==> src/rtl/all_one_det_pkg.sv <==
// Shared types for the sequential all-ones / all-zeros detector.
package all_one_det_pkg;

    typedef enum logic [1:0] {
        IDLE = 2'd0,
        SCAN = 2'd1,
        DONE = 2'd2
    } state_e;

    typedef enum logic {
        MODE_ONES  = 1'b0,
        MODE_ZEROS = 1'b1
    } mode_e;

endpackage

==> src/rtl/all_one_det_seq_redand.sv <==
// AND-reduction of one chunk; the parent inverts the chunk for all-zeros detection.
module RedAnd #(
    parameter int W = 8
) (
    input  logic [W-1:0] in_i,
    output logic         out_o
);

    assign out_o = &in_i;

endmodule

==> src/rtl/all_one_det_seq.sv <==
// Sequential all-ones / all-zeros detector scanning CHUNK bits per cycle.
// Define ALL_ONE_DET_SEQ_EARLY_EXIT_EN to finish on the first failing chunk.
module all_one_det_seq
    import all_one_det_pkg::*;
#(
    parameter int WIDTH = 64,
    parameter int CHUNK = 8,
    localparam int NCHUNK = (WIDTH + CHUNK - 1) / CHUNK,
    localparam int IDXW   = (NCHUNK > 1) ? $clog2(NCHUNK) : 1
) (
    input  logic            clk_i,
    input  logic            rst_ni,
    input  logic            in_valid_i,
    output logic            in_ready_o,
    input  logic [WIDTH-1:0] a_i,
    input  logic            mode_i,
    output logic            out_valid_o,
    input  logic            out_ready_i,
    output logic            z_o,
    output logic [IDXW-1:0] fail_idx_o
);

    localparam int PADW = NCHUNK * CHUNK;

    state_e                         r_state;
    state_e                         w_state_nxt;
    logic [WIDTH-1:0]               r_a;
    mode_e                          r_mode;
    logic [IDXW-1:0]                r_cnt;
    logic                           r_run;
    logic [IDXW-1:0]                r_fail_idx;

    logic [PADW-1:0]                w_flat;
    logic [NCHUNK-1:0][CHUNK-1:0]   w_pad;
    logic [CHUNK-1:0]               w_chunk;
    logic                           w_pass;
    logic                           w_fail;
    logic                           w_last;
    logic                           w_accept;

    // Bits above WIDTH-1 take the passing value so a partial last chunk never fails on them.
    always_comb begin
        w_flat              = (r_mode == MODE_ZEROS) ? '0 : '1;
        w_flat[WIDTH-1:0]   = r_a;
    end

    assign w_pad    = w_flat;
    assign w_chunk  = (r_mode == MODE_ZEROS) ? ~w_pad[r_cnt] : w_pad[r_cnt];
    assign w_fail   = ~w_pass;
    assign w_last   = (r_cnt == IDXW'(NCHUNK - 1));
    assign w_accept = (r_state == IDLE) && in_valid_i;

    RedAnd #(.W(CHUNK)) u_red_and (
        .in_i  (w_chunk),
        .out_o (w_pass)
    );

    always_ff @(posedge clk_i or negedge rst_ni) begin
        if (!rst_ni) r_state <= IDLE;
        else         r_state <= w_state_nxt;
    end

    always_comb begin
        w_state_nxt = r_state;
        in_ready_o  = 1'b0;
        out_valid_o = 1'b0;
        case (r_state)
            IDLE: begin
                in_ready_o = 1'b1;
                if (in_valid_i) w_state_nxt = SCAN;
            end
            SCAN: begin
`ifdef ALL_ONE_DET_SEQ_EARLY_EXIT_EN
                if (w_last || w_fail) w_state_nxt = DONE;
`else
                if (w_last) w_state_nxt = DONE;
`endif
            end
            DONE: begin
                out_valid_o = 1'b1;
                if (out_ready_i) w_state_nxt = IDLE;
            end
            default: w_state_nxt = IDLE;
        endcase
    end

    // Only the first failing chunk is recorded; r_run doubles as the result flag.
    always_ff @(posedge clk_i or negedge rst_ni) begin
        if (!rst_ni) begin
            r_a        <= '0;
            r_mode     <= MODE_ONES;
            r_cnt      <= '0;
            r_run      <= 1'b0;
            r_fail_idx <= '0;
        end else if (w_accept) begin
            r_a        <= a_i;
            r_mode     <= mode_e'(mode_i);
            r_cnt      <= '0;
            r_run      <= 1'b1;
            r_fail_idx <= '0;
        end else if (r_state == SCAN) begin
            r_cnt <= r_cnt + IDXW'(1);
            if (w_fail && r_run) begin
                r_run      <= 1'b0;
                r_fail_idx <= r_cnt;
            end
        end
    end

    assign z_o        = r_run;
    assign fail_idx_o = r_fail_idx;

endmodule

==> config.mk <==
export PLATFORM = sky130hd
export DESIGN_NAME = all_one_det_seq
export DESIGN_NICKNAME = d
export VERILOG_FILES = /design/src/rtl/all_one_det_pkg.sv /design/src/rtl/all_one_det_seq_redand.sv /design/src/rtl/all_one_det_seq.sv
export SDC_FILE = /design/constraint.sdc
export NUM_CORES = 1
export LEC_CHECK = 0
export BUFFER_PORTS_ARGS = -buffer_cell sky130_fd_sc_hd__buf_2
export CORE_MARGIN = 2
export CORE_UTILIZATION = 58
export CTS_CLUSTER_SIZE = 24
export DETAILED_ROUTE_END_ITERATION = 16
export PLACE_DENSITY_LB_ADDON = 0.12
export SLEW_MARGIN = 10
export SYNTH_ARGS = -nofsm -noshare
export SYNTH_HDL_FRONTEND = slang
export SYNTH_HIERARCHICAL = 1
export SYNTH_SLANG_ARGS = --single-unit
==> constraint.sdc <==
create_clock -name clk_i -period 4.9 [get_ports clk_i]
set_input_delay 0.49 -clock clk_i [delete_from_list [all_inputs] [get_ports clk_i]]
set_output_delay 0.49 -clock clk_i [all_outputs]
set_load 0.02 [all_outputs]
==> results of run 1 <==
==> layout by cell type (no fill, tap or decap) <==
master     Yosys  layout
dfrtp_1       74      74
buf_2          5      74
mux2_2        60      60
mux2i_1       35      35
clkbuf_8       0      12
mux4_2         8       8
xnor2_1        8       8
mux2_4         6       6
nor2_1         5       5
bufinv_16      0       4
buf_4          0       4
a22o_1         3       3
nor2b_1        2       2
o21bai_1       2       2
inv_1          2       2
ha_1           2       2
nand4_1        2       2
and2_2         0       1
and4bb_1       1       1
a21oi_1        1       1
==> synthesized netlist by cell type <==
library cell	count	share of area, %
dfrtp_1	74	52
mux2_2	60	19
mux2i_1	35	9.9
mux4_2	8	5.1
xnor2_1	8	2.0
mux2_4	6	2.6
buf_2	5	0.71
buf_6	5	1.6
nor2_1	5	0.53
buf_12	4	2.3
a22o_1	3	0.74
ha_1	2	0.71
inv_1	2	0.21
nand4_1	2	0.35
nor2b_1	2	0.35
o21bai_1	2	0.43
a21oi_1	1	0.14
and2_1	1	0.18
and4bb_1	1	0.35
buf_1	1	0.11
clkbuf_1	1	0.11
==> worst reg2reg max path, stage by stage (launching register included) <==
cell	delay (ns)
dfrtp_1	0.79
buf_4	0.35
mux2i_1	0.11
mux4_2	0.48
xnor2_1	0.15
nand4_1	0.11
nor2_1	0.05
and4bb_1	0.39
mux2i_1	0.22
nor2_1	0.06
==> worst min-delay path by stage <==
stage	to	slack, ns
after global placement	r_a[20]$_DFFE_PN0N_	0.49
after global routing	r_a[22]$_DFFE_PN0N_	0.37
final	r_state[1]$_DFFE_PN0P_	0.36
after CTS	r_a[30]$_DFFE_PN0N_	0.36
after detailed placement	r_a[8]$_DFFE_PN0N_	0.49
after floorplan	fail_idx_o[0]$_DFFE_PN0P_	0.19
==> report_power, final <==
part	switching (mW)	total (mW)	internal, mW
Clock	0.216	0.648	0.432
Sequential	0.225	1.14	0.917
Combinational	0.438	1.10	0.667
Total	0.879	2.89	2.02
==> logic make-up (layout without fill, tap and decap cells) <==
| kind of cell | Yosys count | count (layout) |
|---|---|---|
| buf+inv | 18 | 96 |
| compound gates | 6 | 6 |
| xor+xnor | 8 | 8 |
| fa+ha+maj | 2 | 2 |
| flops | 74 | 74 |
| mux | 109 | 109 |
| simple gates | 11 | 11 |
==> through the flow <==
stage / instance area (sq um) / power (mW)
2_1_floorplan: 3530 / 2.07
3_3_place_gp: 3850 / 2.21
3_5_place_dp: 3850 / 2.26
4_1_cts: 4140 / 2.92
5_1_grt: 4140 / 3.06
6_report: 4140 / 2.89
==> per-layer routing <==
layer  wire length (um)  up-vias  track usage, %
li1                   -      970               -
met1               3300     1017            33.1
met2               2880       59            30.3
met3                331       12            4.18
met4                114        0            9.00
met5                  0        -               0
==> cell type report <==
type                       instances  area share, %
clock buffer                      12           3.99
clock inverter                     4           2.90
inverter                           2          0.181
multi-input combinational        136           36.3
sequential                        74           44.7
tap                               75           2.27
timing repair buffer              78           9.67
==> registers in the layout, indices dropped and copies added (netlist names) <==
name	cells
fail_idx_o	3
z_o	1
r_a	64
r_mode	1
r_state	2
r_cnt	3
==> impl_metrics.tcl, run 1 <==
set metrics [dict create \
    cts.repair.resized 0 \
    synth_top_family_by_area "multiplexers" \
    synth.area.mux_share_pct 36.7 \
    path_buf_inv 1 \
    leakage_nw 1.92 \
    cpMaxStageDelayCell "dfrtp_1" \
    crit_start "r_cnt[0]$_DFFE_PN0P_" \
    cts-hold-fix-buffers 0 \
    critPathTopFamily "multiplexers" \
    core_area_sq_mm 0.00589 \
    n_fill_cell 433 \
    start_kind "flop" \
    drv_slew 0 \
    grt_pass1_wl_um 10700 \
    worst_slew_pin_slew_ns 0.914 \
    crit_chain "buf_4 > mux2i_1 > mux4_2 > xnor2_1 > nand4_1 > nor2_1 > and4bb_1 > mux2i_1 > nor2_1" \
    final_util_pct 70.3 \
    yosysWarnings 6 \
    drive_above_1_share_pct 55.2 \
    rows 28 \
    ff2ff_setup_slack_ns 2.06 \
    grt_max_degree 75 \
    syn-num-nets 299 \
    diodes 0 \
    min_path_type "in -> async" \
    outcome "completed" \
    drt_iter0_markers 156 \
    synth_compound_area_share_pct 1.31 \
    path_class "reg -> reg" \
    setup_viol 0 \
    multi_input_area_sq_mm 0.00150 \
    synthToLayoutAreaGrowth_pct 17.3 \
    min_period_over_period_pct 57.9 \
    h-tree-depth 3 \
    overflow 0 \
    fmax_ghz 0.353 \
    routed_wl_um 6620 \
    drt_first_pass_iters 4 \
    start_util_pct 59.9 \
    crit_path_max_incr_delay_ns 0.79 \
    synth_area_sq_mm 0.00353 \
    drc 0 \
    rsz0062_at_grt "false" \
    root_buffer "clkbuf_8" \
    arrival_ns 3.04 \
    post_cts_buffers 0 \
    ios 75 \
    final_hold_viol_count 0 \
    dp_hpwl_um 4620 \
    r2r-start "r_cnt[0]$_DFFE_PN0P_" \
    path_depth 9 \
    ant_nets 0 \
    setup_ws_ns 2.06 \
    cap_violations 0 \
    finalClockSkew_ns 0.00737 \
    place.gp.congestion 0.731 \
    ys_seq_area_share_pct 52.5 \
    synthAdderAreaFrac_pct 0.709 \
    layout.cells.non_filler 381 \
    die_h_um 82.0 \
    grt_pass1_vias 2104 \
    final_nets 372 \
    numCtsBuffers 9 \
    synthSimpleGateAreaFrac_pct 1.77 \
    grt_antenna_before_repair 0 \
    ff2ff_path_depth 9 \
    vias 2058 \
    synth_cell_types 21 \
    irDropWorstVdd_mv 0.371 \
    relSlewSlack_pct 39.1 \
    die_w_um 82.0 \
    fin_tns_setup_ns 0 \
    cts_buffer_depth 2 \
    clk_pin_slew_ns 0.07 \
    dieArea_sq_mm 0.00672 \
    min_period_ns 2.84 \
    clock_latency_ns 0.34 \
    cp_max_fo 13 \
    portBuffers 74 \
    cp-end-kind "flop" \
    dp_cells 365 \
    synth_cells 228 \
    ys_seq_elements 74 \
    crit_path_end "fail_idx_o[1]$_DFFE_PN0P_" \
    syn_area_per_cell_sq_um 15.5 \
    fin_hold_ws_ns 0.365 \
    clock-sinks 74 \
    viasPerCell 5.40 \
    cp_data_required_time_ns 5.11 \
    avgRoutedWirePerCell_um 17.4 \
    register_area_sq_mm 0.00185 \
    r2r_end "fail_idx_o[1]$_DFFE_PN0P_" \
    power_density_mw_per_mm2 699 \
    grt_usage_pct 21.7 \
    place_ws_ns 2.07 \
    synth-xor-area-share_pct 1.99 \
    cts_tree "done" \
]
Power figures use the tool's default switching activity.
==> inputs of run 2 (changes only) <==
Settings changed: CORE_UTILIZATION 58 to 54.
Clock period 4.9 ns to 2.74 ns, I/O delays scaled along.
==> impl_metrics.tcl, run 2 (synthesized netlist as in run 1, its figures left out) <==
set metrics [dict create \
    synthToLayoutAreaGrowth_pct 15.6 \
    final_cell_mix "dfrtp_1, buf_2, mux2_2" \
    die_h_um 84.8 \
    rsz0062_at_grt "false" \
    cpMaxStageDelayCell "mux4_2" \
    power_density_mw_per_mm2 1160 \
    start_util_pct 55.6 \
    cts-hold-fix-buffers 1 \
    fin_tns_setup_ns 0 \
    grt_pass1_vias 2181 \
    arrival_ns 2.52 \
    switchingPower_mw 1.52 \
    outcome "completed" \
    start_kind "flop" \
    min_path_type "in -> reg" \
    routed_wl_um 6380 \
    ios 75 \
    numCtsBuffers 9 \
    cp_data_required_time_ns 2.95 \
    place.gp.congestion 0.790 \
    final_hold_viol_count 0 \
    irDropWorstVdd_mv 0.557 \
    min_period_over_period_pct 84.5 \
    largest_reg_flops 64 \
    grt_pass1_wl_um 10800 \
    rows 29 \
    cp_max_fo 17 \
    cts_buffer_depth 2 \
    vias 2058 \
    drive_above_1_share_pct 54.9 \
    drc 0 \
    drt_first_pass_iters 4 \
    relSlewSlack_pct 65.9 \
    clkPwrFrac_pct 15.6 \
    path_buf_inv 1 \
    final_util_pct 64.2 \
    grt_max_degree 62 \
    drv_slew 0 \
    overflow 0 \
    diodes 0 \
    drt_iter0_markers 60 \
    cts_tree "done" \
    leakage_nw 1.90 \
    switching_share_pct 31.9 \
    portBuffers 74 \
    dp_hpwl_um 4640 \
    critPathTopFamily "multiplexers" \
    setup_viol 0 \
    clock_latency_ns 0.34 \
    clk_pin_slew_ns 0.08 \
    cp-end-kind "flop" \
    viasPerCell 5.35 \
    post_cts_buffers 0 \
    cts.repair.resized 0 \
    die_w_um 84.8 \
    dieArea_sq_mm 0.00720 \
    ant_nets 0 \
    power.internal_mw 3.23 \
    worst_slew_pin_slew_ns 0.511 \
    clock-sinks 74 \
    postPlaceCellArea_sq_mm 0.00390 \
    min_period_ns 2.31 \
    cap_violations 0 \
    core_area_sq_mm 0.00635 \
    root_buffer "clkbuf_8" \
    avgRoutedWirePerCell_um 16.6 \
    seq_power_share_pct 42.1 \
    grt_usage_pct 19.4 \
    place_ws_ns 0.418 \
    crit_chain "buf_4 > mux2i_1 > mux4_2 > xnor2_1 > nand4_1 > nor2_1 > and4bb_1 > mux2i_1 > nor2_1" \
    setup_ws_ns 0.425 \
    fmax_ghz 0.432 \
    crit_path_max_incr_delay_ns 0.49 \
    regMostFlops "r_a" \
    finalClockSkew_ns 0.00796 \
    grt_antenna_before_repair 0 \
    design_area_sq_mm 0.00408 \
    combPwrFrac_pct 42.3 \
    path_class "reg -> reg" \
    h-tree-depth 3 \
    final_nets 375 \
]
run 2: power groups by stage:
stage          combinational (mW)  clock (mW)  sequential, mW
2_1_floorplan                1.81           0            1.89
3_3_place_gp                 1.98           0            2.01
3_5_place_dp                 2.03           0            2.02
4_1_cts                      2.04       0.760            2.01
5_1_grt                      2.20       0.804            2.08
6_report                     2.01       0.742            2.00
run 2: final cells by class:
cell class	instances	area, sq um
inverters	2	7.51
multi-input cells	136	1500
flip-flops and latches	74	1850
fillers	529	2270
well taps	77	96.3
clock inverters	3	15.0
clock buffers	12	155
repair buffers	81	450
run 2: layer usage:
| metal | part of all wire [%] | GRT usage [%] | wire, um | vias up |
|---|---|---|---|---|
| met5 | 0 | 0 | 0 | - |
| met1 | 50 | 28.8 | 3210 | 1017 |
| met4 | 1.8 | 7.79 | 113 | 0 |
| li1 | - | - | - | 973 |
| met3 | 4.8 | 3.89 | 304 | 9 |
| met2 | 43 | 28.4 | 2750 | 59 |
run 2: worst paths after layout:
check | start | endpoint | slack, ns | depth (start not counted)
setup / recovery | r_cnt[0]$_DFFE_PN0P_ | fail_idx_o[1]$_DFFE_PN0P_ | 0.43 | 9
hold / removal | a_i[15] | r_a[15]$_DFFE_PN0N_ | 0.16 | 2
setup reg to reg | r_cnt[0]$_DFFE_PN0P_ | fail_idx_o[1]$_DFFE_PN0P_ | 0.43 | 9
hold reg to reg | r_a[46]$_DFFE_PN0N_ | r_a[46]$_DFFE_PN0N_ | 0.51 | 1
max in group asynchronous | rst_ni | r_a[54]$_DFFE_PN0N_ | 1.75 | 3
min in group asynchronous | rst_ni | r_a[1]$_DFFE_PN0N_ | 0.36 | 2
run 2: stage by stage:
step	hold slack (ns)	power, mW	instances
2_1_floorplan	-0.0216	3.70	228
3_3_place_gp	0.195	3.99	369
3_5_place_dp	0.202	4.05	369
4_1_cts	0.148	4.80	385
5_1_grt	0.156	5.09	385
6_report	0.163	4.75	385
run 2: worst register-to-register path: stages (launching register included):
cell and delay (ns):
dfrtp_1 0.35, buf_4 0.28, mux2i_1 0.15, mux4_2 0.49, xnor2_1 0.14, nand4_1 0.09, nor2_1 0.05, and4bb_1 0.38
mux2i_1 0.21, nor2_1 0.05
